## src/rtl/elevator_call_scheduler_if.sv

```systemverilog
// Call/target bundle between the button latches, the scheduler and the
// floor/motion controller. The scheduler takes the slave side.
interface elevator_call_scheduler_if #(
  parameter int NUM_FLOORS = 4,
  parameter int FLOOR_W    = 2
);
  logic [NUM_FLOORS-1:0] hall_up;
  logic [NUM_FLOORS-1:0] hall_dn;
  logic [NUM_FLOORS-1:0] car_call;
  logic [FLOOR_W-1:0]    cur_floor;
  logic                  arrive;
  logic                  car_idle;
  logic [FLOOR_W-1:0]    target_floor;
  logic                  target_valid;
  logic                  move_dir;
  logic                  open_req;
  logic [NUM_FLOORS-1:0] pend_up;
  logic [NUM_FLOORS-1:0] pend_dn;
  logic [NUM_FLOORS-1:0] pend_car;

  modport master (
    output hall_up, hall_dn, car_call, cur_floor, arrive, car_idle,
    input  target_floor, target_valid, move_dir, open_req,
    input  pend_up, pend_dn, pend_car
  );

  modport slave (
    input  hall_up, hall_dn, car_call, cur_floor, arrive, car_idle,
    output target_floor, target_valid, move_dir, open_req,
    output pend_up, pend_dn, pend_car
  );
endinterface

```

## src/rtl/elevator_call_scheduler.sv

```systemverilog
// Per-car SCAN call scheduler: latches hall/car calls, picks the next target
// floor while preserving travel direction, and requests door openings.
module elevator_call_scheduler #(
  parameter int NUM_FLOORS = 4,
  parameter int FLOOR_W    = 2
) (
  input logic                     clk,
  input logic                     reset,
  elevator_call_scheduler_if.slave bus
);
  localparam int unsigned NF = NUM_FLOORS;
  localparam int          IW = (NUM_FLOORS > 1) ? $clog2(NUM_FLOORS) : 1;
  // Top floor has no up button, bottom floor has no down button.
  localparam logic [NUM_FLOORS-1:0] UP_MASK = {1'b0, {(NUM_FLOORS-1){1'b1}}};
  localparam logic [NUM_FLOORS-1:0] DN_MASK = {{(NUM_FLOORS-1){1'b1}}, 1'b0};

  typedef enum logic [1:0] {IDLE, UP, DOWN, DWELL} state_t;
  state_t state, state_nx;

  logic [NUM_FLOORS-1:0] pend_up, pend_dn, pend_car, pend_any, here_oh;
  logic [NUM_FLOORS-1:0] clr_up, clr_dn, clr_car;
  logic [FLOOR_W-1:0]    tgt_q, tgt_nx, up_first, up_far, dn_first, dn_far;
  logic                  up_first_ok, up_far_ok, dn_first_ok, dn_far_ok;
  logic                  above, below, here, near_up;
  logic                  valid_q, valid_nx, dir_q, dir_nx, open_q, open_nx;
  int unsigned           cfi, na, nb;

  // Scan pending calls relative to the (clamped) current floor.
  always_comb begin
    cfi         = (32'(bus.cur_floor) >= NF) ? NF - 1 : 32'(bus.cur_floor);
    pend_any    = pend_up | pend_dn | pend_car;
    here_oh     = '0;
    above       = 1'b0;
    below       = 1'b0;
    na          = 0;
    nb          = 0;
    up_first    = '0;
    up_far      = '0;
    dn_first    = '0;
    dn_far      = '0;
    up_first_ok = 1'b0;
    up_far_ok   = 1'b0;
    dn_first_ok = 1'b0;
    dn_far_ok   = 1'b0;
    for (int unsigned i = 0; i < NF; i++) begin
      if (i == cfi) here_oh[i[IW-1:0]] = 1'b1;
      if (i > cfi) begin
        if (pend_any[i[IW-1:0]] && !above) begin
          above = 1'b1;
          na    = i;
        end
        if ((pend_car[i[IW-1:0]] || pend_up[i[IW-1:0]]) && !up_first_ok) begin
          up_first_ok = 1'b1;
          up_first    = FLOOR_W'(i);
        end
        if (pend_dn[i[IW-1:0]]) begin
          up_far_ok = 1'b1;
          up_far    = FLOOR_W'(i);
        end
      end
      if (i < cfi) begin
        if (pend_any[i[IW-1:0]]) begin
          below = 1'b1;
          nb    = i;
        end
        if (pend_car[i[IW-1:0]] || pend_dn[i[IW-1:0]]) begin
          dn_first_ok = 1'b1;
          dn_first    = FLOOR_W'(i);
        end
        if (pend_up[i[IW-1:0]] && !dn_far_ok) begin
          dn_far_ok = 1'b1;
          dn_far    = FLOOR_W'(i);
        end
      end
    end
    here    = |(pend_any & here_oh);
    near_up = (na - cfi) <= (cfi - nb);
  end

  // Next state, stop clearing and registered output values.
  always_comb begin
    state_nx = state;
    clr_up   = '0;
    clr_dn   = '0;
    clr_car  = '0;
    tgt_nx   = tgt_q;
    valid_nx = 1'b0;
    dir_nx   = dir_q;
    open_nx  = 1'b0;
    case (state)
      IDLE: begin
        if (bus.car_idle) begin
          if (here) begin
            clr_up   = here_oh;
            clr_dn   = here_oh;
            clr_car  = here_oh;
            open_nx  = 1'b1;
            state_nx = DWELL;
          end else if (above && (!below || near_up)) begin
            state_nx = UP;
          end else if (below) begin
            state_nx = DOWN;
          end
        end
      end
      UP: begin
        if (bus.arrive) begin
          clr_car = here_oh;
          clr_up  = here_oh;
          if (!above) begin
            clr_dn = here_oh;
            dir_nx = 1'b0;
          end
          open_nx  = 1'b1;
          state_nx = DWELL;
        end else if (pend_any == '0) begin
          state_nx = IDLE;
        end
      end
      DOWN: begin
        if (bus.arrive) begin
          clr_car = here_oh;
          clr_dn  = here_oh;
          if (!below) begin
            clr_up = here_oh;
            dir_nx = 1'b1;
          end
          open_nx  = 1'b1;
          state_nx = DWELL;
        end else if (pend_any == '0) begin
          state_nx = IDLE;
        end
      end
      DWELL: begin
        if (!bus.car_idle) begin
          if (here) begin
            clr_up  = here_oh;
            clr_dn  = here_oh;
            clr_car = here_oh;
            open_nx = 1'b1;
          end
        end else if (dir_q ? above : below) begin
          state_nx = dir_q ? UP : DOWN;
        end else if (dir_q ? below : above) begin
          state_nx = dir_q ? DOWN : UP;
        end else begin
          state_nx = IDLE;
        end
      end
      default: state_nx = IDLE;
    endcase
    // Target follows the state being entered; it is held once the car is
    // already at or past every call in the travel direction, so a late arrive
    // pulse still finds the sweep in progress.
    if (state_nx == UP) begin
      valid_nx = 1'b1;
      dir_nx   = 1'b1;
      if (up_first_ok)    tgt_nx = up_first;
      else if (up_far_ok) tgt_nx = up_far;
    end else if (state_nx == DOWN) begin
      valid_nx = 1'b1;
      dir_nx   = 1'b0;
      if (dn_first_ok)    tgt_nx = dn_first;
      else if (dn_far_ok) tgt_nx = dn_far;
    end
  end

  // State, call latches and registered outputs.
  always_ff @(posedge clk) begin
    if (reset) begin
      state    <= IDLE;
      pend_up  <= '0;
      pend_dn  <= '0;
      pend_car <= '0;
      tgt_q    <= '0;
      valid_q  <= 1'b0;
      dir_q    <= 1'b1;
      open_q   <= 1'b0;
    end else begin
      state    <= state_nx;
      pend_up  <= (pend_up  | (bus.hall_up & UP_MASK)) & ~clr_up;
      pend_dn  <= (pend_dn  | (bus.hall_dn & DN_MASK)) & ~clr_dn;
      pend_car <= (pend_car | bus.car_call)             & ~clr_car;
      tgt_q    <= tgt_nx;
      valid_q  <= valid_nx;
      dir_q    <= dir_nx;
      open_q   <= open_nx;
    end
  end

  assign bus.target_floor = tgt_q;
  assign bus.target_valid = valid_q;
  assign bus.move_dir     = dir_q;
  assign bus.open_req     = open_q;
  assign bus.pend_up      = pend_up;
  assign bus.pend_dn      = pend_dn;
  assign bus.pend_car     = pend_car;
endmodule

```

## src/flat_wrapper.sv

```systemverilog
// flat-port wrapper written by rule: the top's interface ports become plain ports
module elevator_call_scheduler_flat 
#(
  parameter int NUM_FLOORS = 4,
  parameter int FLOOR_W    = 2
)
  (clk, reset, bus_hall_up, bus_hall_dn, bus_car_call, bus_cur_floor, bus_arrive, bus_car_idle, bus_target_floor, bus_target_valid, bus_move_dir, bus_open_req, bus_pend_up, bus_pend_dn, bus_pend_car);
  elevator_call_scheduler_if #(.NUM_FLOORS(NUM_FLOORS), .FLOOR_W(FLOOR_W)) bus_i ();
  input logic clk;
  input logic reset;
  input wire logic [$bits(bus_i.hall_up)-1:0] bus_hall_up;
  input wire logic [$bits(bus_i.hall_dn)-1:0] bus_hall_dn;
  input wire logic [$bits(bus_i.car_call)-1:0] bus_car_call;
  input wire logic [$bits(bus_i.cur_floor)-1:0] bus_cur_floor;
  input wire logic [$bits(bus_i.arrive)-1:0] bus_arrive;
  input wire logic [$bits(bus_i.car_idle)-1:0] bus_car_idle;
  output wire logic [$bits(bus_i.target_floor)-1:0] bus_target_floor;
  output wire logic [$bits(bus_i.target_valid)-1:0] bus_target_valid;
  output wire logic [$bits(bus_i.move_dir)-1:0] bus_move_dir;
  output wire logic [$bits(bus_i.open_req)-1:0] bus_open_req;
  output wire logic [$bits(bus_i.pend_up)-1:0] bus_pend_up;
  output wire logic [$bits(bus_i.pend_dn)-1:0] bus_pend_dn;
  output wire logic [$bits(bus_i.pend_car)-1:0] bus_pend_car;
  assign bus_i.hall_up = bus_hall_up;
  assign bus_i.hall_dn = bus_hall_dn;
  assign bus_i.car_call = bus_car_call;
  assign bus_i.cur_floor = bus_cur_floor;
  assign bus_i.arrive = bus_arrive;
  assign bus_i.car_idle = bus_car_idle;
  assign bus_target_floor = bus_i.target_floor;
  assign bus_target_valid = bus_i.target_valid;
  assign bus_move_dir = bus_i.move_dir;
  assign bus_open_req = bus_i.open_req;
  assign bus_pend_up = bus_i.pend_up;
  assign bus_pend_dn = bus_i.pend_dn;
  assign bus_pend_car = bus_i.pend_car;
  elevator_call_scheduler #(.NUM_FLOORS(NUM_FLOORS), .FLOOR_W(FLOOR_W)) u_core (.clk(clk), .reset(reset), .bus(bus_i));
endmodule
```

## config.mk

```make
export PLATFORM = sky130hd
export DESIGN_NAME = elevator_call_scheduler_flat
export DESIGN_NICKNAME = d
export VERILOG_FILES = /design/src/rtl/elevator_call_scheduler_if.sv /design/src/rtl/elevator_call_scheduler.sv /design/src/flat_wrapper.sv
export SDC_FILE = /design/constraint.sdc
export NUM_CORES = 1
export LEC_CHECK = 0
export ABC_CLOCK_PERIOD_IN_PS = 7500
export CORE_MARGIN = 10
export CORE_UTILIZATION = 55
export CTS_BUF_LIST = sky130_fd_sc_hd__clkbuf_8
export DETAILED_ROUTE_END_ITERATION = 10
export PLACE_DENSITY = 0.93
export SETUP_SLACK_MARGIN = 0.05
export SYNTH_ARGS = -nofsm -noshare
export SYNTH_HDL_FRONTEND = slang
export SYNTH_SLANG_ARGS = --single-unit
```

## constraint.sdc

```tcl
create_clock -name clk -period 7.5 [get_ports clk]
set_input_delay 1.875 -clock clk [delete_from_list [all_inputs] [get_ports clk]]
set_output_delay 1.875 -clock clk [all_outputs]
set_load 0.02 [all_outputs]
```

# Word-level counts from Yosys, hierarchy flattened
# Cells that the tools add are included.
# word_totals
ff_bits	19
input_bits	18
# op_classes
addsub	2
magnitude_cmp	7
eq_ne	13
muxes	113
bitwise	12
reduce_logical	32
# op_table
cell	count
$mux 32	8
$mux 2	33
$mux 1	58
$le 32x32->1	1
$mux 4	8
$pmux 4 s4	2
$sub 2x32->32	1
$sub 32x2->32	1
$and 4x4->4	4
$or 4x4->4	4
$not 4->4	3
$pmux 4 s3	1
$logic_and 1x1->1	7
$logic_not 1->1	7
$logic_or 1x1->1	7
$eq 2x2->1 const B	3
$ne 3x2->1 const B	2
$ne 3x3->1 const B	2
$pmux 2 s3	1
$reduce_bool 3->1	2
$reduce_and 5->1	1
$eq 2x1->1 const B	2
$eq 2x2->1 const A	2
$gt 2x2->1 const A	2
14 further kinds	17

# Depth between registers and ports, before layout
# logic_depth
depth_word	23
mapped_depth	19
mapped_depth_nobuf	19

# Least setup slack after synthesis
# Ideal clock, no wire load.
# synth_timing
path_type	input port to flip-flop
start	input port bus_cur_floor[0]
end	register u_core.tgt_q[0] (netlist: u_core.bus.target_floor[0])
setup_ps	86
arrival_ps	5168
required_ps	7414
setup_slack_ps	2247
stages	18
cell_sequence	buf_4 o21ai_0 o21ai_0 ha_1 inv_1 fa_1 ha_1 nor2b_1 o21a_1 o21ai_0 o221a_1 o21a_1 a31o_2 ha_1 a21oi_1 a211oi_1 nor2_1 a211oi_1
# synth_between
elab_chain_len	21
# synth_lines
item	line	rtl
from (decl)	flat_wrapper.sv:14	input wire logic [$bits(bus_i.cur_floor)-1:0] bus_cur_floor;
$gt 1x2->1	elevator_call_scheduler.sv:47	if (i > cfi) begin
$mux 1	elevator_call_scheduler.sv:47	
$logic_not 1->1	elevator_call_scheduler.sv:48	if (pend_any[i[IW-1:0]] && !above) begin
$logic_and 1x1->1	elevator_call_scheduler.sv:48	
$mux 1	elevator_call_scheduler.sv:48	
$mux 1	elevator_call_scheduler.sv:47	
$logic_not 1->1	elevator_call_scheduler.sv:48	
$logic_and 1x1->1	elevator_call_scheduler.sv:48	
[5 not listed]	-	
$logic_and 1x1->1	elevator_call_scheduler.sv:99	end else if (above && (!below || near_up)) begin
$mux 2	elevator_call_scheduler.sv:99	
$mux 2	elevator_call_scheduler.sv:93	if (here) begin
$mux 2	elevator_call_scheduler.sv:92	if (bus.car_idle) begin
$pmux 2 s3	elevator_call_scheduler.sv:90	case (state)
$eq 2x1->1 or $eq 2x2->1 (tied branches)	elevator_call_scheduler.sv:155, elevator_call_scheduler.sv:160	
$ne 3x1->1 (no source line), or another cell as far along	-	
$reduce_and 3->1 (no source line)	-	
to (signal assigned)	elevator_call_scheduler.sv:184	tgt_q <= tgt_nx;
to (decl)	elevator_call_scheduler.sv:22	logic [FLOOR_W-1:0] tgt_q, tgt_nx, up_first, up_far, dn_first, dn_far;
# Several ways; a longest one is shown, not always the timed one. The select of a mux whose other input is x is not followed.
# A chain may end at the register's enable or synchronous reset.

# Final worst setup path
# layout_timing
start	input port bus_cur_floor[0]
end	register u_core.tgt_q[1] (netlist: u_core.bus.target_floor[1])
# The elaborated chain is that of the path after synthesis.

==> results.md <==
- Library cells used by synthesis: between 40 and 50
- Synth warn: 0
- Fillers: 195
- Largest net degree at the start of global routing: 17
- Congestion Overflow GR: 0
- Synthesis-stage register bit count: 19
- CP max stage delay: about 670 ps
- Worst R2R End: u_core.bus.target_floor[1]
- First-pass GRT wire length: 7270 um
- Post-synth top cells: nor2_1 (23), dfxtp_1 (19), o21ai_0 (12), ha_1 (11), inv_1 (11)
- Sequential cell area: 380 um^2
- Top-count cell post-synth: nor2_1
- CTS Hold Bufs: 0
- Wire length reported by the detailed router: between 4000 and 5000 um
- Antenna violations before repair: 0
- H-tree levels: 1
- PD cells: 306 nW/um^2
- Max FO, Critical Path: 13
- Post-route cell area: 1830 um^2
- DRT antenna net count: 0
- Slew @ Worst Pin: 854 ps
- Worst min-delay path category: reg -> reg
- Clock buffer depth: 2
- Critical path required time: approximately 7700 ps
- Final Hold Fails: 0
- CP endpoint: u_core.bus.target_floor[1]
- Area growth syn-to-layout: 25.8%
- Final net count: 245
- Vias in the first global route: 1478
- Top cells by area, synth: dfxtp_1 (26%), ha_1 (9.5%), nor2_1 (5.9%)
- Worst-path clk slew: 80 ps
- Setup bufs post-CTS: 0
- Detailed placement HPWL: between 3000 and 4000 um
- Non-filler instance count after layout: 243
- Max Clock Skew: 0.744 ps
- Post-CTS sizing: 0
- Reg2Reg Depth: 18
- WL per Instance: 18.3 um
- Period minus WS final: roughly 6200 ps
- Max Clock Freq: 0.160 GHz
- Final setup violation count: 0
- TNS Setup: 0 ps
- Synth top area share: 26.2%
- Dpl cells: between 200 and 250
- Starting Density: 58.1%
- Avg Cell Area, Syn: 8.03 um^2
- Ys async rst share: 0%
- GRT Util Overall: 17.0%
- 1st-iter DRT viols: 168
- Drt pass-1 iters: 7
- Mapped Cells: around 180
- Number of port buffers: 32
- Die Wd: 71.4 um
- Status: finished clean
- Multi-input logic area: ~1000 um^2
- RSZ-0062 raised after global routing: false
- Die Ht: 71.4 um
- GPL Wtd Cong: 0.909
- Number of CTS-inserted buffers: 3
- Sequential share of the synthesized area: between 20% and 30%
- CTS tree: built
- Post-Syn Area: 1450 um^2
- Max Slew Vio Count: 0
- FF-to-FF setup slack: 2980 ps
- Worst-skew pair later-pin latency: 260 ps
- Clk sink count: 19
- Tot Pwr: 0.559 mW
- RR Startpoint: u_core.bus.pend_up[3]
- Die ar.: about 5000 um^2
- ANT cells: 0
- CP arrival: 6420 ps
- Via count: 1590
- Share of layout cells above drive strength 1: 6.57%
- Clk root buf: clkbuf_8
- Num ports: 35
- Top FF cell, synth: dfxtp_1
- Crit path kind: in -> reg
- CORE AREA: 2500 um^2
- Maxcap violations: 0
- Post-synth EDFFs: 0
- Cell accounting for the most synthesized area: dfxtp_1
- Leakage power: 0.728 nW
- Worst rel slew slack: 42.6%
- Element type at the critical path end: flip-flop
- DRC viols: 0
- Post-place instance area: 1780 um^2
- Via/cell ratio: 6.54
- Worst vdd ir: 0.274 mV
- Syn nets: 212
- Fin crit share: 83.3%
- CP max stage cell: clkdlybuf4s50_1
- CP Launch Type: primary input
- Std cell rows: 18
- Crit-path cells: clkdlybuf4s50_1 -> o21ai_0 -> o21ai_0 -> ha_1 -> inv_1 -> fa_1 -> ha_1 -> nor2b_1 -> o21a_1 -> o21ai_0 -> o221a_1 -> o21a_1 -> a31o_2 -> ha_1 -> a21oi_1 -> a211oi_1 -> nor2_1 -> a211oi_1
- Setup crit start: bus_cur_floor[0]
==> power breakdown <==
part,internal (mW),leakage (nW),total [mW],switching (mW)
logic,0.142,0.544,0.337,0.195
clock network,0.0371,0.0255,0.0757,0.0386
registers,0.123,0.158,0.146,0.0233
total,0.302,0.728,0.559,0.257
==> cell type report <==
cell class,instances,area share (%)
clock inverter,1,0.274
sequential,19,20.8
inverter,12,2.47
multi-input combinational,146,54.6
clock buffer,3,2.26
timing repair buffer,32,17.5
tap,30,2.05
==> metal layers <==
metal / global-route usage [%] / vias up / part of all wire (%)
met5: 0 / - / 0
met4: 6.24 / 0 / 2.9
met3: 6.75 / 17 / 11
met2: 27.0 / 89 / 46
met1: 20.2 / 737 / 40
li1: - / 747 / -
==> through the flow <==
step	setup WS [ps]	hold WS [ps]	util [%]
detailed placement	1090	495	71.2
global route	1010	533	73.1
global placement	1260	491	71.2
CTS	1350	510	73.1
finish	1250	506	73.1
floorplan	2250	558	-
==> how the worst min path moves through the flow <==
stage                                           from                    endpoint  slack, ps  cells after the start
after CTS                      u_core.bus.pend_up[3]       u_core.bus.pend_up[3]        510                      2
after global routing           u_core.bus.pend_up[3]       u_core.bus.pend_up[3]        530                      2
final                          u_core.bus.pend_up[3]       u_core.bus.pend_up[3]        510                      2
after detailed placement       u_core.bus.pend_dn[0]       u_core.bus.pend_dn[0]        500                      2
after floorplan                u_core.bus.pend_dn[0]       u_core.bus.pend_dn[0]        560                      2
after global placement    u_core.bus.target_floor[0]  u_core.bus.target_floor[0]        490                      2
==> placed cells by master (no fill, tap or decap), drive strengths merged, types with 3 or more instances in the layout <==
master	instances
nand3	5
nand2	10
a21o	4
clkdlybuf4s50	32
ha	11
o21ai	12
dfxtp	19
a211oi	10
inv	11
nor2	24
nor3	9
a311oi	5
a31oi	4
nand2b	3
a21oi	10
clkbuf	3
nor2b	6
==> critical path: cells and delay by family <==
family	cells	cell delay (ps)
simple gates	2	210
buf+inv	2	740
fa+ha+maj	4	1250
compound gates	10	2340
==> flip-flops by register name (all words and copies together) (netlist names) <==
register                 flops
u_core.bus.move_dir          1
u_core.bus.open_req          1
u_core.bus.pend_car          4
u_core.bus.pend_dn           4
u_core.bus.pend_up           4
u_core.bus.target_floor      2
u_core.bus.target_valid      1
u_core.state                 2
==> logic make-up after synthesis <==
logic type                 after synthesis  synth area share [%]
and+or+nand+nor                         67                  24.1
AOI/OAI and AO/OA                       65                  31.5
DFF                                     19                  26.2
muxes                                    1                 0.775
adders and majority gates               13                  12.2
buffers and inverters                   16                  5.17
(Power assumes the default switching activity.)
